$ cat config.mk
export PLATFORM = sky130hd
export DESIGN_NAME = reg_forward_unit
export DESIGN_NICKNAME = d
export VERILOG_FILES = /design/src/rtl/reg_forward_unit_pkg.sv /design/src/rtl/reg_forward_unit_fwd_port_mux.sv /design/src/rtl/reg_forward_unit.sv
export SDC_FILE = /design/constraint.sdc
export NUM_CORES = 1
export LEC_CHECK = 0
export CORE_MARGIN = 1
export CORE_UTILIZATION = 35
export DETAILED_ROUTE_END_ITERATION = 12
export GPL_TIMING_DRIVEN = 0
export PLACE_DENSITY = 0.68
export SYNTH_ARGS = -nofsm -noshare
export SYNTH_HDL_FRONTEND = slang
export SYNTH_SLANG_ARGS = --single-unit
$ cat constraint.sdc
create_clock -name clk -period 5.98 [get_ports clk]
set_input_delay 0.897 -clock clk [delete_from_list [all_inputs] [get_ports clk]]
set_output_delay 0.897 -clock clk [all_outputs]
set_load 0.02 [all_outputs]
$ cat src/rtl/reg_forward_unit_pkg.sv
// Shared bus defaults, zero-register index and operand-source encoding for the
// operand-forwarding unit.
package reg_forward_unit_pkg;

  localparam int unsigned DATA_BUS     = 32;
  localparam int unsigned REG_ADDR_BUS = 5;
  localparam int unsigned ZERO_REG_IDX = 0;

  typedef enum logic [2:0] {
    SRC_OFF  = 3'd0,
    SRC_ZERO = 3'd1,
    SRC_FWD  = 3'd2,
    SRC_WB   = 3'd3,
    SRC_HOLD = 3'd4,
    SRC_REG  = 3'd5
  } src_e;

  // Only values that may disappear from the pipeline while ID stalls are worth holding.
  function automatic logic src_holdable(input src_e src);
    case (src)
      SRC_FWD, SRC_WB, SRC_HOLD: return 1'b1;
      default:                   return 1'b0;
    endcase
  endfunction

endpackage

$ cat src/rtl/reg_forward_unit_fwd_port_mux.sv
// One read port: priority operand select (zero, forwarding stages, WB, hold, regfile)
// plus the hold register that keeps a resolved operand alive across ID stalls.
module fwd_port_mux
  import reg_forward_unit_pkg::*;
#(
  parameter int unsigned FWD_STAGES = 2,
  parameter int unsigned DATA_WIDTH = DATA_BUS,
  parameter int unsigned ADDR_WIDTH = REG_ADDR_BUS,
  parameter bit          ZERO_REG   = 1'b1
) (
  input  logic                             clk,
  input  logic                             rst,
  input  logic                             id_stall,
  input  logic                             read_en,
  input  logic [ADDR_WIDTH-1:0]            read_addr,
  input  logic [DATA_WIDTH-1:0]            reg_data,
  input  logic [FWD_STAGES-1:0]            fwd_we,
  input  logic [FWD_STAGES*ADDR_WIDTH-1:0] fwd_addr,
  input  logic [FWD_STAGES*DATA_WIDTH-1:0] fwd_data,
  input  logic [FWD_STAGES-1:0]            fwd_load,
  input  logic                             wb_we,
  input  logic [ADDR_WIDTH-1:0]            wb_addr,
  input  logic [DATA_WIDTH-1:0]            wb_data,
  output logic [DATA_WIDTH-1:0]            read_data,
  output logic                             load_related,
  output logic                             hold_valid
);

  localparam logic [ADDR_WIDTH-1:0] ZERO_ADDR = ADDR_WIDTH'(ZERO_REG_IDX);

  logic [FWD_STAGES-1:0] fwd_hit_s;
  logic [DATA_WIDTH-1:0] fwd_sel_data_s;
  logic                  fwd_sel_load_s;
  src_e                  src_s;

  logic                  hold_valid_q, hold_valid_d;
  logic [ADDR_WIDTH-1:0] hold_addr_q, hold_addr_d;
  logic [DATA_WIDTH-1:0] hold_data_q, hold_data_d;

  // Walk from oldest to youngest so the youngest matching stage is the one left selected.
  always_comb begin
    fwd_hit_s      = '0;
    fwd_sel_data_s = '0;
    fwd_sel_load_s = 1'b0;
    for (int s = FWD_STAGES - 1; s >= 0; s--) begin
      fwd_hit_s[s]   = fwd_we[s] && (fwd_addr[s*ADDR_WIDTH +: ADDR_WIDTH] == read_addr);
      fwd_sel_data_s = fwd_hit_s[s] ? fwd_data[s*DATA_WIDTH +: DATA_WIDTH] : fwd_sel_data_s;
      fwd_sel_load_s = fwd_hit_s[s] ? fwd_load[s] : fwd_sel_load_s;
    end
  end

  // Operand priority select.
  always_comb begin
    src_s        = SRC_REG;
    read_data    = reg_data;
    load_related = 1'b0;
    if (!read_en) begin
      src_s     = SRC_OFF;
      read_data = '0;
    end else if (ZERO_REG && (read_addr == ZERO_ADDR)) begin
      src_s     = SRC_ZERO;
      read_data = '0;
    end else if (|fwd_hit_s) begin
      src_s        = SRC_FWD;
      load_related = fwd_sel_load_s;
      read_data    = fwd_sel_load_s ? '0 : fwd_sel_data_s;
    end else if (wb_we && (wb_addr == read_addr)) begin
      src_s     = SRC_WB;
      read_data = wb_data;
    end else if (hold_valid_q && (hold_addr_q == read_addr)) begin
      src_s     = SRC_HOLD;
      read_data = hold_data_q;
    end else begin
      src_s     = SRC_REG;
      read_data = reg_data;
    end
  end

  // Hold next state: clear wins over capture; a load-blocked port never captures.
  always_comb begin
    hold_valid_d = hold_valid_q;
    hold_addr_d  = hold_addr_q;
    hold_data_d  = hold_data_q;
    if (!id_stall || !read_en) begin
      hold_valid_d = 1'b0;
    end else if (!load_related && src_holdable(src_s)) begin
      hold_valid_d = 1'b1;
      hold_addr_d  = read_addr;
      hold_data_d  = read_data;
    end else begin
      hold_valid_d = hold_valid_q;
    end
  end

  // Hold register.
  always_ff @(posedge clk) begin
    if (!rst) begin
      hold_valid_q <= 1'b0;
      hold_addr_q  <= '0;
      hold_data_q  <= '0;
    end else begin
      hold_valid_q <= hold_valid_d;
      hold_addr_q  <= hold_addr_d;
      hold_data_q  <= hold_data_d;
    end
  end

  assign hold_valid = hold_valid_q;

endmodule

$ cat src/rtl/reg_forward_unit.sv
// Operand forwarding and load-use interlock: one fwd_port_mux per read port, the
// combined stall request and a saturating load-use stall counter.
module reg_forward_unit
  import reg_forward_unit_pkg::*;
#(
  parameter int unsigned READ_PORTS = 2,
  parameter int unsigned FWD_STAGES = 2,
  parameter int unsigned DATA_WIDTH = DATA_BUS,
  parameter int unsigned ADDR_WIDTH = REG_ADDR_BUS,
  parameter bit          ZERO_REG   = 1'b1,
  parameter int unsigned CNT_WIDTH  = 16
) (
  input  logic                             clk,
  input  logic                             rst,
  input  logic                             id_stall,
  input  logic [READ_PORTS-1:0]            read_en,
  input  logic [READ_PORTS*ADDR_WIDTH-1:0] read_addr,
  input  logic [READ_PORTS*DATA_WIDTH-1:0] reg_data,
  input  logic [FWD_STAGES-1:0]            fwd_we,
  input  logic [FWD_STAGES*ADDR_WIDTH-1:0] fwd_addr,
  input  logic [FWD_STAGES*DATA_WIDTH-1:0] fwd_data,
  input  logic [FWD_STAGES-1:0]            fwd_load,
  input  logic                             wb_we,
  input  logic [ADDR_WIDTH-1:0]            wb_addr,
  input  logic [DATA_WIDTH-1:0]            wb_data,
  output logic [READ_PORTS*DATA_WIDTH-1:0] read_data,
  output logic [READ_PORTS-1:0]            load_related,
  output logic                             stall_req,
  output logic [READ_PORTS-1:0]            hold_valid,
  output logic [CNT_WIDTH-1:0]             stall_count
);

  localparam logic [CNT_WIDTH-1:0] CNT_MAX = '1;

  logic [CNT_WIDTH-1:0] stall_count_q, stall_count_d;

  for (genvar p = 0; p < READ_PORTS; p++) begin : g_port
    fwd_port_mux #(
      .FWD_STAGES(FWD_STAGES),
      .DATA_WIDTH(DATA_WIDTH),
      .ADDR_WIDTH(ADDR_WIDTH),
      .ZERO_REG  (ZERO_REG)
    ) u_mux (
      .clk         (clk),
      .rst         (rst),
      .id_stall    (id_stall),
      .read_en     (read_en[p]),
      .read_addr   (read_addr[p*ADDR_WIDTH +: ADDR_WIDTH]),
      .reg_data    (reg_data[p*DATA_WIDTH +: DATA_WIDTH]),
      .fwd_we      (fwd_we),
      .fwd_addr    (fwd_addr),
      .fwd_data    (fwd_data),
      .fwd_load    (fwd_load),
      .wb_we       (wb_we),
      .wb_addr     (wb_addr),
      .wb_data     (wb_data),
      .read_data   (read_data[p*DATA_WIDTH +: DATA_WIDTH]),
      .load_related(load_related[p]),
      .hold_valid  (hold_valid[p])
    );
  end

  assign stall_req = |load_related;

  // Saturating increment: one count per stalled cycle regardless of how many ports hit.
  always_comb begin
    stall_count_d = stall_count_q;
    if (stall_req && (stall_count_q != CNT_MAX)) begin
      stall_count_d = stall_count_q + CNT_WIDTH'(1);
    end else begin
      stall_count_d = stall_count_q;
    end
  end

  // Stall counter register.
  always_ff @(posedge clk) begin
    if (!rst) begin
      stall_count_q <= '0;
    end else begin
      stall_count_q <= stall_count_d;
    end
  end

  assign stall_count = stall_count_q;

endmodule
==> reports/summary.log <==
qor: critical_path.timing.critical_path.slowest_cell_delay 0.56 ns
qor: sta.final.period_utilization 85.3%
qor: critical_path.timing.critical_path.slowest_stage_cell clkdlybuf4s50_1
qor: clock_network.clkSinkCount 92
qor: yosys.post_synth_num_cell_types 53
qor: critical_path.cp-start-kind input pin
qor: routing.ant_nets 0
qor: routing.average_wire_per_cell_in_the_routed_design 19.6 um
qor: sta.timing.final.setup_violations 0
qor: hold_path.hp-start g_port[0].u_mux.hold_data_q[1]
qor: sta.maxSlewViolCount 0
qor: routing.dr.pass1.iters 5
qor: yosys.yosys.area.top_type_share 26.1%
qor: pwr.static-leakage-power 3.60 nW
qor: routing.drt_wl_total 28.8 mm
qor: routing.avgViaCountPerCell 5.43
qor: hold_path.worstHoldEndpoint g_port[0].u_mux.hold_data_q[1]
qor: yosys.synthesis.area_per_instance 7.70 um2
qor: yosys.synth.largest_area_cell dfxtp_1
qor: clock_network.root_buffer clkbuf_16
qor: sta.tightestPinTransition 0.663 ns
qor: yosys.syn_area 0.00706 mm2
qor: yosys.syn-instance-count 917
qor: grt.grt_pass1_vias 7801
qor: hold_path.min_path_cells 1
qor: sta.finalHoldWorstSlack 0.473 ns
qor: die.num_io_pins 280
qor: yosys.synth_common_cells nor2_1 (180), a21oi_1 (110), dfxtp_1 (92), mux2i_1 (75)
qor: critical_path.reg2reg_slack 3.46 ns
qor: clock_network.holdBufCountCts 0
qor: critical_path.critical_path_buf_inv_count 3
qor: final_layout.layout-area-overhead-vs-synth 47.2%
qor: critical_path.timing.critical_path.fanout_max 10
qor: critical_path.required 5.08 ns
qor: die.fp-row-count 51
qor: routing.drc 0
qor: sta.timing.max_slew.rel_slack 55.5%
qor: yosys.synth.area.top_cells dfxtp_1 (26%), mux2i_1 (11%), nor2_1 (9.6%)
qor: die.dieArea 0.0208 mm2
qor: sta.fin_tns_setup 0 ns
qor: critical_path.r2r-end g_port[0].u_mux.hold_data_q[20]
qor: yosys.mapped_nets 1113
qor: sta.finClkSkew 0.00569 ns
qor: routing.routed-via-count 7960
qor: critical_path.critical_path.startpoint fwd_addr[1]
qor: sta.final-hold-violation-count 0
qor: clock_network.cts_repair_resize_count 0
qor: die.core 0.0196 mm2
qor: yosys.ys_seq_area_share 26.1%
qor: final_layout.core_util_final 53.1%
qor: clock_network.clkTransAtPathRegs 0.07 ns
qor: final_layout.final_net_count 1392
qor: die.fp.dieW 144 um
qor: outcome.status complete, no violations
qor: final_layout.diodes 0
qor: die.height_of_the_chip 144 um
qor: pwr.power.density 166 mW/mm2
qor: placed_design.hpwlAfterDp 21.6 mm
qor: grt.aggregate_global_routing_overflow 0
qor: critical_path.critical_path.endpoint_type primary output
qor: yosys.synth-warning-count 0
qor: clock_network.cts_htree_levels 3
qor: die.floorplan.initialDensity 36.1%
qor: routing.initialDrtViolationCount 431
qor: run.timing.max_cap.violations 0
qor: yosys.asyncSetResetFlopFracSynth 0%
qor: critical_path.r2r_cells 8
qor: sta.rsz0062_at_grt no
qor: critical_path.path_cells clkdlybuf4s50_1 > xor2_1 > nor4_2 > nand2_1 > o21ai_1 > clkbuf_1 > a211oi_1 > nor2_1 > nor2_1 > clkdlybuf4s50_1
qor: grt.maximum_number_of_pins_on_one_net_before_global_route_repair 15
qor: clock_network.cts_buffer_depth 2
qor: grt.global_route.usage.total 27.6%
qor: grt.initial_antenna_violation_count 0
qor: placed_design.gp_congestion 0.858
qor: critical_path.criticalPathCategory input pin to primary output
qor: critical_path.timing.rr.start g_port[0].u_mux.hold_addr_q[2]
qor: final_layout.drive_gt1_share 7.91%
qor: final_layout.fill_cells 1901
qor: clock_network.cts_setup_buffers 0
qor: hold_path.worst_min_delay_path_class flip-flop to flip-flop
qor: critical_path.worst_path_arrival_time 4.20 ns
qor: yosys.synth-edff-count 0
qor: pwr.max-vdd-ir-drop 132 uV
qor: yosys.ys_ff_latch 92
qor: sta.final.min_clock_period 5.10 ns
qor: yosys.yosysMostFrequentCell nor2_1
qor: clock_network.clock_buffers_created_by_tritoncts 9
qor: clock_network.clk-insertion-delay-late 0.36 ns
qor: critical_path.worst_path_top_cell_family_by_delay buffers and inverters
qor: placed_design.number_of_port_buffers 268
qor: grt.first_pass_grt_wire_length 43.0 mm
qor: clock_network.tritoncts_clock_tree yes
qor: yosys.top_ff_cell_synth dfxtp_1
qor: sta.fmaxAchievable 0.196 GHz
[per-stage QoR]
stage	worst slack [ns]	total power, mW	cell area (um2)	std cells
finish	0.879	1.73	10400	1466
global route	0.606	1.79	10400	1466
CTS	0.882	1.74	10400	1466
detailed placement	0.887	1.10	10100	1450
global placement	0.907	1.10	10100	1450
floorplan	2.40	0.850	7060	917
[area by class of cell]
class                           instances  area (um2)  area share (%)
Multi-Input combinational cell        729        4740            45.6
Timing Repair Buffer                  268        2680            25.8
Sequential cell                        92        1840            17.7
Buffer                                 88         453            4.36
Tap cell                              265         332            3.19
Clock buffer                           11         243            2.34
Clock inverter                          5        75.1           0.722
Inverter                                8        30.0           0.289
[worst max-delay path by stage]
stage	depth (start not counted)	end
after global placement	10	read_data[48]
after CTS	10	read_data[45]
final	10	read_data[34]
after detailed placement	10	read_data[45]
after global routing	10	read_data[44]
after floorplan	10	read_data[32]
[power by group]
part / switching, mW / internal (mW)
registers: 0.00196 / 0.615
clock network: 0.266 / 0.377
logic: 0.232 / 0.239
[worst reg2reg max path, delay by kind of cell (launching register included)]
kind	cells	cell delay, ns
and+or+nand+nor	2	0.70
muxes	1	0.23
buffers and inverters	1	0.47
AOI/OAI and AO/OA	3	0.53
xor gates and xnor gates	1	0.16
DFF	1	0.32
[sequential cells by signal (all words and copies together) (netlist names)]
name,cells
stall_count,16
g_port.u_mux.hold_addr_q,10
g_port.u_mux.hold_valid,2
g_port.u_mux.hold_data_q,64
[placed cells by master, fill, tap and decap left out, drive strengths merged, types with 3 or more instances in the layout]
cell,count
buf,43
mux2i,76
and4,3
nand2,6
clkdlybuf4s50,268
and3,5
a21oi,111
o21ai,44
clkinv,4
dfxtp,92
nand2b,64
xnor2,20
or4,7
o2bb2ai,32
nor4,5
or3,9
and2,4
a211oi,32
xor2,22
clkbuf,56
nor2,181
nand3,16
o31ai,6
nand4,7
inv,7
o22ai,64
[per-layer routing]
layer	track usage, %	routed length [um]	vias to the layer above
met1	35.8	12600	3713
met2	46.2	13400	334
met4	10.7	727	0
met3	3.58	2060	47
met5	0	0	-
li1	-	-	3866
[cells by family (layout without fill, tap and decap cells)]
logic type	after synthesis	count (layout)	synth area share, %
simple gates	310	310	21.8
fa+ha+maj	1	1	0.177
compound gates	299	299	28.9
flops	92	92	26.1
mux	77	77	11.0
buf+inv	96	380	6.84
xor+xnor	42	42	5.21
Note: power is estimated with default switching activity, not from simulation.
==> RTL change 1, RTL diff (config.mk and constraints unchanged) <==
`ZERO_REG` is set to 1'b1 in 2 places; all go to 1'b0.
--- a/src/rtl/reg_forward_unit_fwd_port_mux.sv
+++ b/src/rtl/reg_forward_unit_fwd_port_mux.sv
@@ -6,7 +6,7 @@
   parameter int unsigned FWD_STAGES = 2,
   parameter int unsigned DATA_WIDTH = DATA_BUS,
   parameter int unsigned ADDR_WIDTH = REG_ADDR_BUS,
-  parameter bit          ZERO_REG   = 1'b1
+  parameter bit          ZERO_REG   = 1'b0
 ) (
   input  logic                             clk,
   input  logic                             rst,
--- a/src/rtl/reg_forward_unit.sv
+++ b/src/rtl/reg_forward_unit.sv
@@ -7,7 +7,7 @@
   parameter int unsigned FWD_STAGES = 2,
   parameter int unsigned DATA_WIDTH = DATA_BUS,
   parameter int unsigned ADDR_WIDTH = REG_ADDR_BUS,
-  parameter bit          ZERO_REG   = 1'b1,
+  parameter bit          ZERO_REG   = 1'b0,
   parameter int unsigned CNT_WIDTH  = 16
 ) (
   input  logic                             clk,
Check against the original RTL: not equivalent (Yosys sat finds a counterexample within 4 cycles, from zero or initial values and one cycle with rst low).
==> RTL change 1 against the original RTL <==
Setup slack worse by 0.17 ns. Largest cell class unchanged. Synthesized area fell by 4.7%. Non-clock buffer count shrank 12. Routed wire length shrank 9.7%. Critical endpoint is now read_data[13]. Global-route usage is 1.8 points lower. Total power decreased by 1.6%. Sequential cell count unchanged. Cell area fell by 3.7%.
==> RTL change 1: results (changes against the original RTL) <==
* Least-Margin Pin Slew at 0.920 ns (+0.256 ns)
* Drt wl/cell at 20.5 µm (+4.3%)
* Yosys warns at 0 (unchanged)
* Mapped Cells at 752 (-18%)
* WP data arrival at 4.38 ns (+0.18 ns)
* Register area share after synthesis at 0.274 (+0.0130)
* Worst r2r path cells at 9 (+1)
* Antenna violation net count after detailed routing at 0 (unchanged)
* Largest net degree at the start of global routing at 18 (+3)
* Initial antenna violation count at 1 (+1)
* # setup viols final at 0 (unchanged)
* H-tree lvl count at 3 (unchanged)
* Worst-path clk slew at 0.07 ns (about the same)
* Top post-synthesis cells by area: dfxtp_1 (27%), mux2i_1 (16%), mux2_2 (5.4%), a221o_1 (4.8%), a22o_1 (4.2%)
* VDD IR max at 129 µV (-2.2%)
* DR WL met2 at 12.0 mm (-10%)
* Share of cells above drive strength 1 at 0.0985 (+0.0194)
* DP Wirelength at 19.4 mm (-10%)
* DR top layer: met4
* Status: completed
* Met1 WL at 11.5 mm (-8.4%)
* Vias per inst at 5.59 (+2.9%)
* Total GRT Usage at 0.258 (-0.0179)
* CP max FO at 10 (unchanged)
* CTS buffer count at 9 (unchanged)
* Place WS at 0.694 ns (-0.193 ns)
* Synth cell count leaders: mux2i_1 (108), dfxtp_1 (92), nor2_1 (43), nor2b_1 (43), and2_1 (37)
* CTS-repair resized insts at 0 (unchanged)
* Met3 routed WL at 2.04 mm (-0.68%)
* Nets at 1,227 (-12%)
* Post-CTS Setup Inserts at 0 (unchanged)
* Vias at 7,096 (-11%)
* Top reg by flops: g_port.u_mux.hold_data_q
* Slowest cell on the critical path: a211oi_1
* First-pass GRT wire length at 39.5 mm (-8.2%)
* Static Leakage at 3.80 nW (+5.6%)
* Post-synthesis cell type count at 53 (unchanged)
* Placed cells at 1,254 (-14%)
* Gpl congestion at 0.914 (+6.5%)
* DR pass1 iterations at 4 (-1)
* Hold crit path type: reg2reg
* Max incr delay on CP at 0.80 ns (+0.24 ns)
* Worst Skew at 0.00772 ns (+0.00203 ns)
* Drt initial violations at 327 (-24%)
* WHS Path Cells at 1 (unchanged)
* Syn_nets at 948 (-15%)
-- RTL change 1: cell count changes after synthesis, moves of 32 or more --
cell / delta
nor2b_1: +42
a22o_1: +32
a21oi_1: -74
mux2i_1: +33
and2_1: +33
o21ai_1: -40
nor2_1: -137
mux2_2: +32
a221o_1: +32
nand2b_1: -64
o22ai_1: -32
-- RTL change 1: layout make-up --
class	count	area, µm²
clock buffers	9	225
fillers	1841	8760
well taps	234	293
repair buffers	268	2680
plain buffers	76	395
flip-flops and latches	92	1840
multi-input cells	577	4460
inverters	7	26.3
clock inverters	7	82.6
-- RTL change 1: stage by stage --
step / total power [mW] / utilization / hold WS, ns / cell area, µm²
6_report: 1.70 / 0.533 / 0.465 / 10000
2_1_floorplan: 0.853 / - / 0.432 / 6730
5_1_grt: 1.77 / 0.533 / 0.478 / 10000
3_5_place_dp: 1.10 / 0.517 / 0.447 / 9700
3_3_place_gp: 1.10 / 0.517 / 0.444 / 9700
4_1_cts: 1.72 / 0.533 / 0.467 / 10000
-- RTL change 1: metal layers --
metal | global-route usage | vias to the layer above
met2 | 0.434 | 332
met1 | 0.336 | 3365
met3 | 0.0472 | 29
li1 | - | 3370
met5 | 0 | -
met4 | 0.0732 | 0
-- RTL change 1: worst paths after layout --
| kind | from | to | slack (ns) |
|---|---|---|---|
| worst max-delay path | wb_addr[2] | read_data[13] | 0.71 |
| worst min-delay path | g_port[1].u_mux.hold_data_q[29]$_SDFFE_PN0P_ | g_port[1].u_mux.hold_data_q[29]$_SDFFE_PN0P_ | 0.47 |
| worst max register to register | g_port[0].u_mux.hold_addr_q[4]$_SDFFE_PN0P_ | g_port[0].u_mux.hold_data_q[8]$_SDFFE_PN0P_ | 3.09 |
| worst min register to register | g_port[1].u_mux.hold_data_q[29]$_SDFFE_PN0P_ | g_port[1].u_mux.hold_data_q[29]$_SDFFE_PN0P_ | 0.47 |
-- RTL change 1: critical path, delay by kind of cell --
| kind | cells | cell delay, ns |
|---|---|---|
| simple gates | 3 | 0.64 |
| compound gates | 2 | 1.10 |
| buf+inv | 3 | 1.58 |
| xor+xnor | 1 | 0.16 |
-- RTL change 1: cell families after synthesis --
family / Yosys count / synth area share
compound gates: 198 / 0.229
xor+xnor: 43 / 0.0560
fa+ha+maj: 1 / 0.00186
buf+inv: 83 / 0.0627
flops: 92 / 0.274
mux: 141 / 0.216
simple gates: 194 / 0.160
-- RTL change 1: report_power, final --
group | internal (mW) | switching, mW | leakage, nW
Clock | 0.333 | 0.279 | 0.150
Sequential | 0.617 | 0.00297 | 0.741
Combinational | 0.255 | 0.215 | 2.91
Total | 1.20 | 0.497 | 3.80
==> RTL change 2, RTL diff (same settings) <==
Made on the original files. `hold_data_q` no longer has a reset.
--- a/src/rtl/reg_forward_unit_fwd_port_mux.sv
+++ b/src/rtl/reg_forward_unit_fwd_port_mux.sv
@@ -97,12 +97,14 @@
     if (!rst) begin
       hold_valid_q <= 1'b0;
       hold_addr_q  <= '0;
-      hold_data_q  <= '0;
     end else begin
       hold_valid_q <= hold_valid_d;
       hold_addr_q  <= hold_addr_d;
-      hold_data_q  <= hold_data_d;
     end
+  end
+
+  always_ff @(posedge clk) begin
+    hold_data_q <= hold_data_d;
   end
 
   assign hold_valid = hold_valid_q;
Behaviour: same outputs for any inputs over 4 cycles, from zero or initial values and one cycle with rst low; that may be too few to reach the edited logic, so the function may still have changed.
==> RTL change 2 against the original RTL <==
First-iteration DRC count down 35%. Sequential cell count is the same. Cell area decreased by 2.9%. Setup slack got worse by 0.40 ns. Total power down 0.41%. Combinational power down 4.7%. Highest routed layer unchanged. Synthesized area fell by 4.7%. Routed wire length down 13%.
==> RTL change 2: results (changes against the original RTL) <==
* VDD IR max at 121 µV (-8.1%)
* WHS Endpoint: g_port[0].u_mux.hold_addr_q[2]$_SDFFE_PN0P_
* Post-synthesis cell type count at 40 (-25%)
* Syn_nets at 934 (-16%)
* Status: completed
* Signal buf overhead at 0.305 (+0.00367)
* Comb pwr at 0.449 mW (-4.7%)
* Fill cell count at 1,729 (-9.0%)
* Register area share after synthesis at 0.369 (+0.108)
* Largest net degree at the start of global routing at 20 (+5)
* Post-synth EDFFs at 64 (+64)
* Clock group share of total power at 0.340 (-0.031)
* Worst hold slack at 0.474 ns (+0.00122 ns)
* Non-clock buffers at 345 (-3.1%)
* Gpl congestion at 0.886 (+3.3%)
* Multi-input logic portion of the cell area at 0.389 (-0.0673)
* Min cycle time layout at 5.51 ns (+0.404 ns)
* Max incr delay on CP at 0.67 ns (+0.11 ns)
* Met3 routed WL at 1.49 mm (-28%)
* Worst r2r path cells at 9 (+1)
* WP data arrival at 4.61 ns (+0.41 ns)
* Vias at 6,735 (-15%)
* Routed WL at 24.9 mm (-13%)
* Clock-cell share of area at 0.0296 (-0.000935)
* Non-Filler Instances at 1,261 (-14%)
* Post-synthesis average cell area at 9.12 µm² (+18%)
* Switching pwr at 0.497 mW (-0.49%)
* Worst Skew at 0.0140 ns (+0.00831 ns)
* First-pass GRT wire length at 36.6 mm (-15%)
* Multi-input gate count at 570 (-22%)
* Drt initial violations at 281 (-35%)
* Static Leakage at 3.28 nW (-8.8%)
* Worst hold start: g_port[0].u_mux.hold_addr_q[2]$_SDFFE_PN0P_
* DP Wirelength at 19.5 mm (-9.9%)
* Worst slew margin at 0.228 (-0.327)
* Vias in the first global route at 6,504 (-17%)
* Total GRT Usage at 0.243 (-0.0327)
* Buffers added on ports at 269 (+0.37%)
* Multi-input gate area at 3920 µm² (-17%)
* Placed instance area at 9790 µm² (-2.8%)
* WHS Path Cells at 2 (+1)
* Synth cell count leaders: mux2i_1 (112), nor2_1 (103), nand2_1 (67)
* Worst r2r src: g_port[0].u_mux.hold_addr_q[3]$_SDFFE_PN0P_
* Met2 Usage GRT at 0.420 (-0.0420)
* RR Endpoint: g_port[0].u_mux.hold_data_q[3]$_DFFE_PP_
* Global Route met3 Usage at 0.0418 (+0.00602)
* Top post-synthesis cells by area: edfxtp_1 (29%), mux2i_1 (17%), dfxtp_1 (8.3%), nor2_1 (5.7%), mux2_2 (5.4%)
* DR pass1 iterations at 7 (+2)
* Met1 WL at 10.7 mm (-15%)
* Sequential Area at 2480 µm² (+35%)
## RTL change 2: cells by family (layout without fill, tap and decap cells)
group	Yosys count	in the layout	share of synthesized area
AO/OA/AOI/OAI	163	163	0.160
XOR/XNOR	40	40	0.0520
adder cells (fa/ha/maj)	1	1	0.00186
buffers and inverters	76	365	0.0515
flip-flops	92	92	0.369
multiplexers	144	144	0.220
AND/OR/NAND/NOR	222	222	0.146
## RTL change 2: worst max path at each step
stage                            start                                          end  cells after the start
final                      fwd_addr[4]                                read_data[34]                     12
after detailed placement   fwd_addr[4]                                read_data[35]                     12
after global placement     fwd_addr[4]  g_port[1].u_mux.hold_addr_q[4]$_SDFFE_PN0P_                      8
after global routing       fwd_addr[4]                                read_data[41]                     12
after floorplan           read_addr[6]     g_port[1].u_mux.hold_data_q[0]$_DFFE_PP_                      7
after CTS                  fwd_addr[4]                                read_data[34]                     12
